==> config.mk <==
export PLATFORM = sky130hd
export DESIGN_NAME = uart_tx_byte
export DESIGN_NICKNAME = d
export VERILOG_FILES = /design/src/rtl/uart_tx_byte_pkg.sv /design/src/rtl/uart_sync_fifo.sv /design/src/rtl/uart_tx_byte.sv
export SDC_FILE = /design/constraint.sdc
export NUM_CORES = 1
export LEC_CHECK = 0
export CORE_UTILIZATION = 55
export DETAILED_ROUTE_END_ITERATION = 10
export PLACE_DENSITY = 0.74
export SETUP_SLACK_MARGIN = 0.2
export SYNTH_ARGS = -nofsm -noshare
export SYNTH_HDL_FRONTEND = slang
export SYNTH_SLANG_ARGS = --single-unit
==> constraint.sdc <==
create_clock -name clk -period 6.65 [get_ports clk]
set_clock_uncertainty 0.15 [all_clocks]
set_input_delay 1.995 -clock clk [delete_from_list [all_inputs] [get_ports clk]]
set_output_delay 1.995 -clock clk [all_outputs]
set_load 0.005 [all_outputs]
==> src/rtl/uart_tx_byte_pkg.sv <==
// ---------------------------------------------------------------------------
// uart_tx_byte_pkg
//   Constants and encodings shared by the UART transmitter and its paired
//   byte receiver on the same serial link.
//   - uart_state_e   : line-level FSM states (IDLE/START/DATA/STOP)
//   - UART_FCLK_DEF  : default system clock frequency, Hz
//   - UART_BAUD_DEF  : default line rate, bit/s
//   - clks_per_bit() : integer clocks per serial bit for a clock/baud pair
// ---------------------------------------------------------------------------
package uart_tx_byte_pkg;

  typedef enum logic [1:0] {
    ST_IDLE  = 2'd0,
    ST_START = 2'd1,
    ST_DATA  = 2'd2,
    ST_STOP  = 2'd3
  } uart_state_e;

  localparam int unsigned UART_FCLK_DEF = 50_000_000;
  localparam int unsigned UART_BAUD_DEF = 115_200;

  function automatic int unsigned clks_per_bit(input int unsigned fclk,
                                               input int unsigned baud);
    return fclk / baud;
  endfunction

endpackage

==> src/rtl/uart_sync_fifo.sv <==
// ---------------------------------------------------------------------------
// uart_sync_fifo
//   Single-clock FIFO buffering bytes between the host handshake and the
//   serialiser.
//   Ports:
//     clk, rst_n      : clock, asynchronous active-low reset
//     push, push_data : write request and data (ignored while full)
//     pop, pop_data   : read request; pop_data shows the head entry
//     full, empty     : occupancy flags
//     count           : entries held, 0..DEPTH
// ---------------------------------------------------------------------------
module uart_sync_fifo
  import uart_tx_byte_pkg::*;
#(
  parameter int unsigned W     = 8,
  parameter int unsigned DEPTH = 4,
  localparam int unsigned AW   = $clog2(DEPTH),
  localparam int unsigned CW   = AW + 1
) (
  input  logic          clk,
  input  logic          rst_n,
  input  logic          push,
  input  logic [W-1:0]  push_data,
  input  logic          pop,
  output logic [W-1:0]  pop_data,
  output logic          full,
  output logic          empty,
  output logic [CW-1:0] count
);

  logic [W-1:0]  mem_q [DEPTH];
  logic [AW-1:0] wr_ptr_q, wr_ptr_d;
  logic [AW-1:0] rd_ptr_q, rd_ptr_d;
  logic [CW-1:0] count_q,  count_d;
  logic          push_ok;
  logic          pop_ok;

  assign full  = (count_q == CW'(DEPTH));
  assign empty = (count_q == '0);
  assign count = count_q;

  // The head entry must be visible in the same cycle as the pop so the
  // transmitter can load its shifter on the pop edge; the array is small
  // enough that an asynchronous read is the natural fit.
  assign pop_data = mem_q[rd_ptr_q];

  always_comb begin
    push_ok  = push & ~full;
    pop_ok   = pop & ~empty;
    // DEPTH is a power of two, so pointers wrap by plain overflow.
    wr_ptr_d = wr_ptr_q + AW'(push_ok);
    rd_ptr_d = rd_ptr_q + AW'(pop_ok);
    count_d  = count_q + CW'(push_ok) - CW'(pop_ok);
  end

  always_ff @(posedge clk) begin
    if (push_ok) begin
      mem_q[wr_ptr_q] <= push_data;
    end
  end

  always_ff @(posedge clk or negedge rst_n) begin
    if (!rst_n) begin
      wr_ptr_q <= '0;
      rd_ptr_q <= '0;
      count_q  <= '0;
    end else begin
      wr_ptr_q <= wr_ptr_d;
      rd_ptr_q <= rd_ptr_d;
      count_q  <= count_d;
    end
  end

endmodule

==> src/rtl/uart_tx_byte.sv <==
// ---------------------------------------------------------------------------
// uart_tx_byte
//   Byte-wide UART transmitter, 8 data bits, no parity, 1 or 2 stop bits,
//   LSB first, idle-high line. Bytes enter through a valid/ready handshake
//   into a small FIFO and are serialised back-to-back at FCLK/BAUD clocks
//   per bit.
//   Ports:
//     clk, rst_n : clock, asynchronous active-low reset
//     tx_data    : byte to send, sampled on the push edge
//     tx_valid   : push request (push = tx_valid & tx_ready)
//     tx_ready   : FIFO not full
//     TXD        : serial line, straight from a flop
//     busy       : frame in progress or bytes waiting
//     fifo_count : bytes waiting, not counting the one in the shifter
// ---------------------------------------------------------------------------
module uart_tx_byte
  import uart_tx_byte_pkg::*;
#(
  parameter int unsigned FCLK       = UART_FCLK_DEF,
  parameter int unsigned BAUD       = UART_BAUD_DEF,
  parameter int unsigned FIFO_DEPTH = 4,
  parameter int unsigned STOP_BITS  = 1
) (
  input  logic                          clk,
  input  logic                          rst_n,
  input  logic [7:0]                    tx_data,
  input  logic                          tx_valid,
  output logic                          tx_ready,
  output logic                          TXD,
  output logic                          busy,
  output logic [$clog2(FIFO_DEPTH):0]   fifo_count
);

  localparam int unsigned NT = clks_per_bit(FCLK, BAUD);
  localparam int unsigned BW = $clog2(NT);
  localparam int unsigned CW = $clog2(FIFO_DEPTH) + 1;
  localparam logic [BW-1:0] CNT_LAST  = BW'(NT - 1);
  localparam logic [2:0]    STOP_LAST = 3'(STOP_BITS - 1);

  uart_state_e   state_q, state_d;
  logic [BW-1:0] cnt_q,   cnt_d;
  logic [2:0]    idx_q,   idx_d;   // data bit index in DATA, stop bit index in STOP
  logic [7:0]    shift_q, shift_d;
  logic          txd_q,   txd_d;
  logic          busy_q,  busy_d;

  logic          bit_end;
  logic          pop_req;
  logic          fifo_full;
  logic          fifo_empty;
  logic [7:0]    fifo_rdata;
  logic [CW-1:0] fifo_cnt;
  logic          push_req;

  assign tx_ready   = ~fifo_full;
  assign push_req   = tx_valid & tx_ready;
  assign fifo_count = fifo_cnt;
  assign TXD        = txd_q;
  assign busy       = busy_q;

  uart_sync_fifo #(
    .W     (8),
    .DEPTH (FIFO_DEPTH)
  ) u_fifo (
    .clk       (clk),
    .rst_n     (rst_n),
    .push      (push_req),
    .push_data (tx_data),
    .pop       (pop_req),
    .pop_data  (fifo_rdata),
    .full      (fifo_full),
    .empty     (fifo_empty),
    .count     (fifo_cnt)
  );

  always_comb begin
    state_d = state_q;
    cnt_d   = cnt_q;
    idx_d   = idx_q;
    shift_d = shift_q;
    pop_req = 1'b0;
    bit_end = (cnt_q == CNT_LAST);

    // The baud counter restarts on every bit boundary, which coincides with
    // every state entry out of START/DATA/STOP.
    if (state_q != ST_IDLE) begin
      cnt_d = bit_end ? '0 : cnt_q + BW'(1);
    end

    case (state_q)
      ST_IDLE: begin
        if (!fifo_empty) begin
          pop_req = 1'b1;
          shift_d = fifo_rdata;
          state_d = ST_START;
          cnt_d   = '0;
        end
      end
      ST_START: begin
        if (bit_end) begin
          state_d = ST_DATA;
          idx_d   = '0;
        end
      end
      ST_DATA: begin
        if (bit_end) begin
          shift_d = {1'b0, shift_q[7:1]};
          if (idx_q == 3'd7) begin
            state_d = ST_STOP;
            idx_d   = '0;
          end else begin
            idx_d = idx_q + 3'd1;
          end
        end
      end
      ST_STOP: begin
        if (bit_end) begin
          if (idx_q == STOP_LAST) begin
            // Chain straight into the next frame when a byte is waiting,
            // so back-to-back bytes have no idle gap on the line.
            if (!fifo_empty) begin
              pop_req = 1'b1;
              shift_d = fifo_rdata;
              state_d = ST_START;
            end else begin
              state_d = ST_IDLE;
            end
          end else begin
            idx_d = idx_q + 3'd1;
          end
        end
      end
      default: state_d = ST_IDLE;
    endcase

    // Line level follows the current state, registered one clock later so
    // the pin is driven only from a flop.
    txd_d = 1'b1;
    case (state_q)
      ST_START: txd_d = 1'b0;
      ST_DATA:  txd_d = shift_q[0];
      default:  txd_d = 1'b1;
    endcase

    busy_d = (state_q != ST_IDLE) | (fifo_cnt != '0);
  end

  always_ff @(posedge clk or negedge rst_n) begin
    if (!rst_n) begin
      state_q <= ST_IDLE;
      cnt_q   <= '0;
      idx_q   <= '0;
      shift_q <= '0;
      txd_q   <= 1'b1;
      busy_q  <= 1'b0;
    end else begin
      state_q <= state_d;
      cnt_q   <= cnt_d;
      idx_q   <= idx_d;
      shift_q <= shift_d;
      txd_q   <= txd_d;
      busy_q  <= busy_d;
    end
  end

endmodule

==> results.md <==
* RSZ-0062 raised after global routing: no
* Fmax at 0.268 GHz
* CTS Buf Count at 9
* Crit end category: register
* Post-Route WL at 4970 µm
* Clock Tree Root: clkbuf_8
* Clock sink count at 63
* Synth top area cells: edfxtp_1 (33%), dfrtp_1 (26%), mux4_2 (6.2%)
* Synthesized area per cell at 14.8 µm²
* Antenna viol nets, final at 0
* Port Buf Inserts at 16
* Synth Flop Type: edfxtp_1
* Final Setup Violations at 0
* Die area at 0.00561 mm²
* Max Root-Sink Buffers at 2
* Residual overflow from global routing at 0
* Layout area overhead at 13.9%
* Global placer's final weighted congestion at 0.821
* Ports at 17
* Synthesized cell area at 0.00292 mm²
* Setup Crit Path Kind: in -> reg
* Yosys cell types at 44
* Htree depth at 3
* Total track usage at 20.2%
* Most common cell after layout, fill and taps aside: edfxtp_1
* Effective utilization at floorplan at 57.2%
* Final Cycle Share at 56.0%
* Via density per instance at 5.52
* #FFs+latches synth at 63
* Drt initial violations at 86
* Crit-path max FO at 8
* Pre-CTS setup slack at 2.74 ns
* Number of cell rows at 26
* Post-CTS Resized at 0
* DPL Wire Length at 3540 µm
* Worst Path Arrival at 3.52 ns
* Register area share after synthesis at 59.5%
* Area share of the largest cell type after synthesis at 32.9%
* Vias in the first global route at 1,679
* Hold buffers post-CTS at 0
* Layout Cells excl Fill at 296
* Vias at 1,634
* Endpoints failing hold at 0
* PwrDens at 458 mW/mm²
* Actual slew at the worst max-slew pin at 1.26 ns
* Async set or reset register ratio after synthesis at 49.2%
* Clock Latency Late Sink at 0.34 ns
* FF-to-FF path depth at 11
* Clock Pin Slew Worst Setup and Hold Paths at 0.08 ns
* Wl on met1 at 2250 µm
* CP Launch Type: input port
* Diodes inserted at 0
* EDFF count, synth at 32
* Synth warn at 0
* Leakage power at 1.32 nW
* Post-synth top area cell: edfxtp_1
* Relative slew slack at 16.1%
* Outcome: completed
* Max Cap Viol at 0
* Die Height at 74.9 µm
* Crit path time final at 3.72 ns
* Routed WL per cell at 16.8 µm
* Core box area at 0.00511 mm²
* R2r setup slk at 3.84 ns
* DR top layer: met4
* Horiz. Die Dim at 74.9 µm
* Final core utilization at 65.2%
* DR WL met2 at 2490 µm
* Number of nets in the layout at 245
* Syn Nets at 222
* Final WS setup at 2.93 ns
* Share of layout cells above drive strength 1 at 22.6%
* Largest net degree at the start of global routing at 32
* First-pass GRT wire length at 8030 µm
* Max Transition Viols Final at 0
* Worst min path class: reg -> reg
* Worst EP required at 6.45 ns
* Hold slack at 0.363 ns
* Hold path cells at 1
* Worst VDD drop at 0.000223 V
* CTS tree: yes
* Filler Cell Count at 370
* Final setup TNS at 0 ns
* Routed wl met3 at 183 µm
* Drt first pass iters at 4
* Drt drc at 0
* Initial antenna violation count at 0
* Most frequent cells in the layout: edfxtp_1 (32), dfrtp_1 (30), clkdlybuf4s50_1 (16)
* Cells after DPL at 280
* Post-CTS Setup Bufs at 0
* Post-Syn Instances at 198
-- power breakdown --
part / switching, mW / total [mW] / internal, mW
logic: 0.258 / 0.583 / 0.325
registers: 0.102 / 0.641 / 0.539
clock network: 0.161 / 0.299 / 0.139
-- cells in the mapped netlist (2+ instances only) --
cell type,n
edfxtp_1,32
dfrtp_1,30
o21ai_0,15
ha_1,12
inv_1,12
nand2_1,10
mux2_2,8
mux2_4,8
mux4_2,8
nor2_1,7
xor2_1,5
a21oi_1,3
and3_1,3
clkbuf_1,3
nand3_1,3
xnor2_1,3
and2_1,2
inv_2,2
nand3b_1,2
nor3_1,2
nor3_2,2
nor3b_1,2
o211ai_1,2
o31ai_1,2
-- worst max-delay path, stage by stage --
cell and delay [ns]:
clkdlybuf4s50_1 0.45, nand2_1 0.08, nor3b_1 1.00
-- logic make-up (layout without fill, tap and decap cells) --
family | count (synthesis) | count (layout) | synth area share [%]
buf+inv | 19 | 47 | 2.74
simple gates | 39 | 39 | 9.04
flops | 63 | 63 | 59.5
fa+ha+maj | 13 | 13 | 5.82
xor+xnor | 8 | 8 | 2.40
mux | 24 | 24 | 13.4
compound gates | 32 | 32 | 7.15
-- registers in the layout, indices dropped and copies added, names as in the netlist --
| register | count |
|---|---|
| cnt_q | 9 |
| busy | 1 |
| u_fifo.mem_q | 32 |
| u_fifo.rd_ptr_q | 2 |
| shift_q | 8 |
| u_fifo.count | 3 |
| state_q | 2 |
| idx_q | 3 |
| u_fifo.wr_ptr_q | 2 |
| TXD | 1 |
-- layout make-up --
class | count | area [µm²] | share of cell area (%)
Sequential cell | 63 | 1740 | 52.2
Multi-Input combinational cell | 116 | 1100 | 33.2
Timing Repair Buffer | 17 | 168 | 5.04
Clock buffer | 9 | 124 | 3.72
Tap cell | 70 | 87.6 | 2.63
Clock inverter | 7 | 55.1 | 1.65
Inverter | 14 | 52.6 | 1.58
-- per-stage QoR --
step / instance area (µm²) / power [mW]
detailed placement: 3150 / 1.23
finish: 3330 / 1.52
floorplan: 2920 / 1.09
CTS: 3330 / 1.54
global placement: 3150 / 1.19
global route: 3330 / 1.62
-- worst paths after layout --
| check | startpoint | end |
|---|---|---|
| worst max-delay path | tx_valid | u_fifo.mem_q[2][7] |
| worst min-delay path | shift_q[7] | shift_q[7] |
| worst max register to register | cnt_q[1] | u_fifo.count[2] |
| worst min register to register | shift_q[7] | shift_q[7] |
| max in group asynchronous | rst_n | TXD |
| min in group asynchronous | rst_n | cnt_q[0] |
-- per-layer routing --
layer  track usage, %  vias to the layer above
met5                0                        -
met4             8.60                        0
li1                 -                      782
met3             6.43                        6
met2             31.6                       38
met1             26.3                      808
No activity file was read; power rests on OpenSTA's default activity.
